--- config.mk ---
export PLATFORM = sky130hd
export DESIGN_NAME = pipe_hazard_ctrl
export DESIGN_NICKNAME = d
export VERILOG_FILES = /design/src/rtl/pipe_ctrl_pkg.sv /design/src/rtl/pipe_hazard_ctrl_sat_counter.sv /design/src/rtl/pipe_hazard_ctrl.sv
export SDC_FILE = /design/constraint.sdc
export NUM_CORES = 1
export LEC_CHECK = 0
export BUFFER_PORTS_ARGS = -buffer_cell sky130_fd_sc_hd__buf_4
export CORE_MARGIN = 10
export CORE_UTILIZATION = 53
export CTS_BUF_LIST = sky130_fd_sc_hd__clkbuf_4
export DETAILED_ROUTE_END_ITERATION = 8
export HOLD_SLACK_MARGIN = 0.05
export PLACE_DENSITY = 0.82
export SLEW_MARGIN = 10
export SYNTH_ARGS = -nofsm -noshare
export SYNTH_HDL_FRONTEND = slang
export SYNTH_SLANG_ARGS = --single-unit
export TNS_END_PERCENT = 100
--- constraint.sdc ---
create_clock -name clk -period 2.5 [get_ports clk]
set_input_delay 0.25 -clock clk [delete_from_list [all_inputs] [get_ports clk]]
set_output_delay 0.25 -clock clk [all_outputs]
set_load 0.05 [all_outputs]
--- src/rtl/pipe_ctrl_pkg.sv ---
// Shared types and constants for the pipeline hazard controller.
package pipe_ctrl_pkg;

   typedef enum logic {
      RUN      = 1'b0,
      MEM_WAIT = 1'b1
   } state_t;

   localparam logic [4:0] REG_ZERO = 5'd0;

   // Control-field widths zeroed when a pipeline register loads a bubble
   localparam int unsigned IFID_CTL_W  = 1;
   localparam int unsigned IDEX_CTL_W  = 9;
   localparam int unsigned EXMEM_CTL_W = 5;
   localparam int unsigned MEMWB_CTL_W = 2;

   function automatic logic load_use_hazard(
      input logic       ex_mem_read,
      input logic [4:0] ex_rd_addr,
      input logic [4:0] id_rs_addr,
      input logic [4:0] id_rt_addr,
      input logic       id_uses_rt
   );
      return ex_mem_read && (ex_rd_addr != REG_ZERO) &&
             ((ex_rd_addr == id_rs_addr) || (id_uses_rt && (ex_rd_addr == id_rt_addr)));
   endfunction

endpackage

--- src/rtl/pipe_hazard_ctrl_sat_counter.sv ---
// Saturating up-counter with async reset and synchronous clear.
module sat_counter #(
   parameter int unsigned W = 16
) (
   input  logic         i_clk,
   input  logic         i_rst,
   input  logic         i_clr,
   input  logic         i_inc,
   output logic [W-1:0] o_count
);

   logic [W-1:0] r_count;

   always_ff @(posedge i_clk or posedge i_rst) begin
      if (i_rst) begin
         r_count <= '0;
      end else if (i_clr) begin
         r_count <= '0;
      end else if (i_inc && (r_count != '1)) begin
         r_count <= r_count + 1'b1;
      end
   end

   assign o_count = r_count;

endmodule

--- src/rtl/pipe_hazard_ctrl.sv ---
// Central stall/flush controller: memory wait > taken branch > load-use, with
// memory-timeout detection and saturating stall/flush counters.
module pipe_hazard_ctrl
   import pipe_ctrl_pkg::*;
#(
   parameter int unsigned MEM_TIMEOUT = 64,
   parameter int unsigned CNT_W       = 16
) (
   input  logic             clk,
   input  logic             rst,
   input  logic [4:0]       id_rs_addr,
   input  logic [4:0]       id_rt_addr,
   input  logic             id_uses_rt,
   input  logic             ex_mem_read,
   input  logic [4:0]       ex_rd_addr,
   input  logic             branch_taken,
   input  logic             mem_req,
   input  logic             mem_ready,
   output logic             pc_en,
   output logic             ifid_en,
   output logic             idex_en,
   output logic             exmem_en,
   output logic             memwb_en,
   output logic             ifid_flush,
   output logic             idex_flush,
   output logic             memwb_flush,
   output logic             mem_err,
   output logic [CNT_W-1:0] stall_cnt,
   output logic [CNT_W-1:0] flush_cnt
);

   localparam int unsigned WAIT_W = $clog2(MEM_TIMEOUT + 1);

   state_t            r_state;
   state_t            w_state_nxt;
   logic              r_mem_err;
   logic              w_mem_stall;
   logic              w_load_use;
   logic              w_branch_flush;
   logic              w_wait_inc;
   logic [WAIT_W-1:0] w_wait_cnt;

   assign w_mem_stall    = mem_req && !mem_ready;
   assign w_load_use     = load_use_hazard(ex_mem_read, ex_rd_addr, id_rs_addr,
                                           id_rt_addr, id_uses_rt);
   assign w_branch_flush = !rst && !w_mem_stall && branch_taken;

   always_comb begin
      pc_en       = 1'b1;
      ifid_en     = 1'b1;
      idex_en     = 1'b1;
      exmem_en    = 1'b1;
      memwb_en    = 1'b1;
      ifid_flush  = 1'b0;
      idex_flush  = 1'b0;
      memwb_flush = 1'b0;
      if (rst) begin
         pc_en       = 1'b0;
         ifid_en     = 1'b0;
         idex_en     = 1'b0;
         exmem_en    = 1'b0;
         memwb_en    = 1'b0;
         ifid_flush  = 1'b1;
         idex_flush  = 1'b1;
         memwb_flush = 1'b1;
      end else if (w_mem_stall) begin
         pc_en       = 1'b0;
         ifid_en     = 1'b0;
         idex_en     = 1'b0;
         exmem_en    = 1'b0;
         memwb_flush = 1'b1;
      end else if (branch_taken) begin
         ifid_flush  = 1'b1;
         idex_flush  = 1'b1;
      end else if (w_load_use) begin
         pc_en       = 1'b0;
         ifid_en     = 1'b0;
         idex_flush  = 1'b1;
      end
   end

   // Withdrawn request or ready both end the wait; only a live stall holds MEM_WAIT
   always_comb begin
      w_state_nxt = r_state;
      case (r_state)
         RUN:      if (w_mem_stall)  w_state_nxt = MEM_WAIT;
         MEM_WAIT: if (!w_mem_stall) w_state_nxt = RUN;
         default:  w_state_nxt = RUN;
      endcase
   end

   always_ff @(posedge clk or posedge rst) begin
      if (rst) begin
         r_state <= RUN;
      end else begin
         r_state <= w_state_nxt;
      end
   end

   assign w_wait_inc = w_mem_stall && (w_wait_cnt < WAIT_W'(MEM_TIMEOUT));

   always_ff @(posedge clk or posedge rst) begin
      if (rst) begin
         r_mem_err <= 1'b0;
      end else if (w_wait_inc && (w_wait_cnt == WAIT_W'(MEM_TIMEOUT - 1))) begin
         r_mem_err <= 1'b1;
      end
   end

   assign mem_err = r_mem_err;

   sat_counter #(.W(WAIT_W)) u_wait_cnt (
      .i_clk   (clk),
      .i_rst   (rst),
      .i_clr   (!w_mem_stall),
      .i_inc   (w_wait_inc),
      .o_count (w_wait_cnt)
   );

   sat_counter #(.W(CNT_W)) u_stall_cnt (
      .i_clk   (clk),
      .i_rst   (rst),
      .i_clr   (1'b0),
      .i_inc   (!pc_en),
      .o_count (stall_cnt)
   );

   sat_counter #(.W(CNT_W)) u_flush_cnt (
      .i_clk   (clk),
      .i_rst   (rst),
      .i_clr   (1'b0),
      .i_inc   (w_branch_flush),
      .o_count (flush_cnt)
   );

endmodule

Yosys cells after proc, flatten, opt, wreduce, memory -nomap -nowiden
Cells that the tools add are included.
{ "totals": {"out_inout_bits": 41, "register_bits": 40, "word_cells": 50, "inputBits": 22} }
{ "op_classes": {"muxes": 18, "reduce_logical": 17, "n_eq_ne": 7, "add_sub_neg": 3, "magnitude_cmp": 1} }
{ "op_table": {"columns": ["cell", "count"], "rows": [
  ["$add A16 B1 Y16 const B", 2],
  ["$ne A16 B16 Y1 const B", 2],
  ["$mux W1", 16],
  ["$mux W7", 2],
  ["$logic_and A1 B1 Y1", 11],
  ["$eq A5 B5 Y1", 2],
  ["$add A7 B1 Y7 const B", 1],
  ["$eq A7 B6 Y1 const B", 1],
  ["$lt A7 B7 Y1 const B", 1],
  ["$ne A7 B7 Y1 const B", 1],
  ["$reduce_bool A5 Y1", 1],
  ["$logic_not A1 Y1", 4],
  ["$ne A2 B1 Y1 const B", 1],
  ["$logic_or A1 B1 Y1", 1]
]} }

Logic depth before layout (Yosys ltp)
{ "logic_depth": {"depth_word": 10, "mapped_depth": 7, "mapped_depth_nobuf": 7} }

Modules after synthesis
Synthesis repeated with hierarchy kept, for this count alone.
{ "unflattened": {"cells_unflattened": 274, "hier_area_um2": 2532.4} }
{ "by_module_without_submodules": {"columns": ["mod", "seq_area_each_um2", "instances", "cells_each", "area_each_um2"], "rows": [
  ["sat_counter (u_flush_cnt ...)", 400.4, 2, 101, 932.1],
  ["sat_counter (u_wait_cnt)", 175.2, 1, 38, 400.4],
  ["pipe_hazard_ctrl", 25.0, 1, 34, 267.8]
]} }

Worst setup path before layout
Ideal clock, no wire load.
{ "synth_path": {"path_type": "input to output", "startpoint": "input rst", "endpoint": "output pc_en", "path_stages": 5, "n_path_buf": 2, "arrival_time_ps": 3153, "setup_slack_ps": -903, "path_cell_list": "inv_1 nand2_1 a21oi_4 buf_6 buf_4"} }
{ "synth_via": {"elab_chain_cells": 1} }
{ "synth_lines": {"columns": ["element", "line", "text"], "rows": [
  ["from (decl)", "pipe_hazard_ctrl.sv:10", "input logic rst,"],
  ["$mux W1", null, null],
  ["to (decl)", "pipe_hazard_ctrl.sv:19", "output logic pc_en,"]
]} }
No other way between the ends.

Worst setup path after layout
{ "layout_path": {"startpoint": "input rst", "endpoint": "register u_flush_cnt.r_count[15], in the netlist u_flush_cnt.o_count[15]"} }
{ "layout_via": {"elab_chain_cells": 4} }
{ "layout_lines": {"columns": ["element", "line", "text"], "rows": [
  ["$logic_not A1 Y1 (no line)", null, null],
  ["$logic_and A1 B1 Y1 (2 in a row)", "pipe_hazard_ctrl.sv:46", "assign w_branch_flush = !rst && !w_mem_stall && branch_taken;"],
  ["$logic_and A1 B1 Y1", "pipe_hazard_ctrl_sat_counter.sv:19", "end else if (i_inc && (r_count != '1)) begin"],
  ["to (signal assigned)", "pipe_hazard_ctrl_sat_counter.sv:20", "r_count <= r_count + 1'b1;"],
  ["to (decl)", "pipe_hazard_ctrl_sat_counter.sv:12", "logic [W-1:0] r_count;"]
]} }
No other way between the ends.
A chain may end at the register's enable or synchronous reset.

==> impl_metrics.toml <==
[outcome]
status = "completed"

[clock_tree]
clockBufferDepth = 2
tritoncts = "done"
cts.sinks = 40
post_cts_resized = 0
post-cts-setup-buffer-count = 0
clk_pin_slew_ns = 0.11
clkLatencyLatePin_ns = 0.35
root_buffer = "clkbuf_4"
cts_buffers = 5
htree_num_levels = 2

[timing]
max_clock_freq_mhz = 456
min_period_ns = 2.19
finalSetupTns_ns = 0
relSlewSlack_pct = 75.7
final_max_slew_viol_count = 0
setup_viol = 0
rsz0062_at_grt = "no"
worst_pin_slew_ns = 0.361
setup_ws_ns = 0.309
finalCritPeriodShare_pct = 87.6
clock_skew_ns = 0.00364
final_hold_viol_count = 0

[global_route]
grt_pass1_wl_um = 8170
grtUsageTotal_pct = 14.0
grt-ovfl-total = 0
grt_max_degree = 18
grt_pass1_vias = 1697
antenna_found_initial = 0

[min_path]
min_path_type = "in -> reg"

[drt]
vias = 1654
first_pass_iters = 4
wl_um = 4780
drc = 0
viasPerCell = 5.25
wl_per_cell_um = 15.2
ant_nets = 0
initialDrtViolationCount = 77

[logic_synthesis]
syn-instance-count = 198
synthFlopType = "dfrtp_1"
ys_seq_area_share_pct = 47.3
yosysMostFrequentCell = "dfrtp_1"
synth_top_area_share_pct = 47.3
yosysUniqueCellTypes = 39
yosys_warnings = 0
synth.area.top_cells = "dfrtp_1, xnor2_1, xor2_1"
synth_commonest_cells = "dfrtp_1, xnor2_1, xor2_1"
synth_top_area_cell = "dfrtp_1"
synth_edf_count = 0
avgSynthCellArea_um2 = 10.7
netlist_area_mm2 = 0.00212
syn-num-nets = 223
ys_seq_elements = 40
ys_async_sr_fraction_pct = 100

[placed_design]
dp_hpwl_um = 3840
io_buffers = 62
gp_congestion = 0.849
place_ws_ns = 0.453
placedCellCount = 306

[critical_path]
slowest_delay_ns = 0.54
path_buf_inv = 3
start_kind = "input pin"
cp_cell_sequence = "dlygate4sd3_1 -> buf_4 -> clkinvlp_4 -> nand3_1 -> a21oi_2 -> and2_0 -> nor3b_1 -> xor2_1"
cp.required_ns = 2.77
worst_setup_path_end_kind = "flop"
crit_slowest_cell = "dlygate4sd3_1"
crit_type = "in -> reg"
path_max_fanout = 17
crit_family = "buffers and inverters"
worstPathArrival_ns = 2.46

[floorplan]
die_w_um = 83.2
rows = 22
initial_utilization_pct = 56.1
dieArea_mm2 = 0.00692
io_pins = 63
die_height_um = 83.2
core-area_mm2 = 0.00377

[power_and_ir_drop]
vdd_drop_max_uv = 713
power.density_mw_per_mm2 = 900
leakage_nw = 1.29

[finish]
finalNetCount = 291
n_fill_cell = 293
finalNonFillerCells = 315
area_growth_pct = 27.7
diodes = 0
drive_gt1_share_pct = 35.2

[flow_run]
cap_violations = 0
## tightest hold or removal path, delay by kind of cell
kind            cells  cell delay, ns
compound gates      1            0.15
buf+inv             1            0.08
simple gates        1            0.05
## cells by family after synthesis
group | after synthesis | synth area share, %
muxes | 4 | 2.42
AOI/OAI and AO/OA | 6 | 2.60
DFF | 40 | 47.3
buffers and inverters | 10 | 2.72
adders and majority gates | 3 | 1.77
and+or+nand+nor | 91 | 25.0
xor gates and xnor gates | 44 | 18.2
## repair_timing
action                                  4_1_cts  5_1_grt
hold buffers                                  1        0
hold endpoints to repair                     12        0
endpoints found under the setup margin        0        0
## worst paths after layout
check,startpoint,end,slack (ns),cells past startpoint
max,rst,u_flush_cnt.o_count[15],0.31,8
min,mem_ready,mem_err,0.21,3
max reg2reg,u_flush_cnt.o_count[0],u_flush_cnt.o_count[15],0.47,7
min reg2reg,mem_err,mem_err,0.48,1
max in group asynchronous,rst,mem_err,1.54,4
min in group asynchronous,rst,u_stall_cnt.o_count[0],0.43,3
## cell usage in the layout, fill, tap and decap left out, types with 3 or more instances in the layout
cell / count
ha_1: 3
nand3_1: 13
nor3_2: 10
nand2_1: 16
nor2_1: 19
buf_4: 66
nand2b_1: 3
inv_1: 3
nand4_1: 7
and3_1: 4
xnor2_1: 22
clkbuf_4: 6
xor2_1: 22
dfrtp_1: 40
## per-layer routing
layer	vias to the layer above	share of wire, %	global-route usage, %
li1	804	-	-
met1	810	42	16.2
met2	35	52	24.0
met3	5	4.9	4.69
met4	0	1.0	3.54
met5	-	0	0
## per-stage QoR
step / hold slack, ns / instance area (um^2) / utilization [%] / total power [mW]
6_report: 0.210 / 2700 / 71.6 / 2.43
5_1_grt: 0.205 / 2700 / 71.6 / 2.57
4_1_cts: 0.195 / 2700 / 71.6 / 2.46
3_5_place_dp: 0.254 / 2640 / 69.9 / 2.13
3_3_place_gp: 0.251 / 2640 / 69.9 / 2.11
2_1_floorplan: 0.333 / 2120 / - / 1.75
## final cells by class
cell class	instances	area (um^2)	area share [%]
inverter	4	18.8	0.695
sequential	40	1000	37.1
tap	48	60.1	2.22
timing repair buffer	67	505	18.7
clock buffer	6	45.0	1.67
multi-input combinational	148	1060	39.2
clock inverter	2	11.3	0.417
## power breakdown
part	internal [mW]	switching [mW]	leakage, nW
Clock	0.118	0.212	0.0293
Sequential	0.788	0.172	0.505
Combinational	0.374	0.768	0.751
## state kept, by name, summed over array words and instances (netlist names)
name,cells
u_flush_cnt.o_count,16
u_stall_cnt.o_count,16
u_wait_cnt.o_count,7
mem_err,1
(Power assumes the default switching activity.)
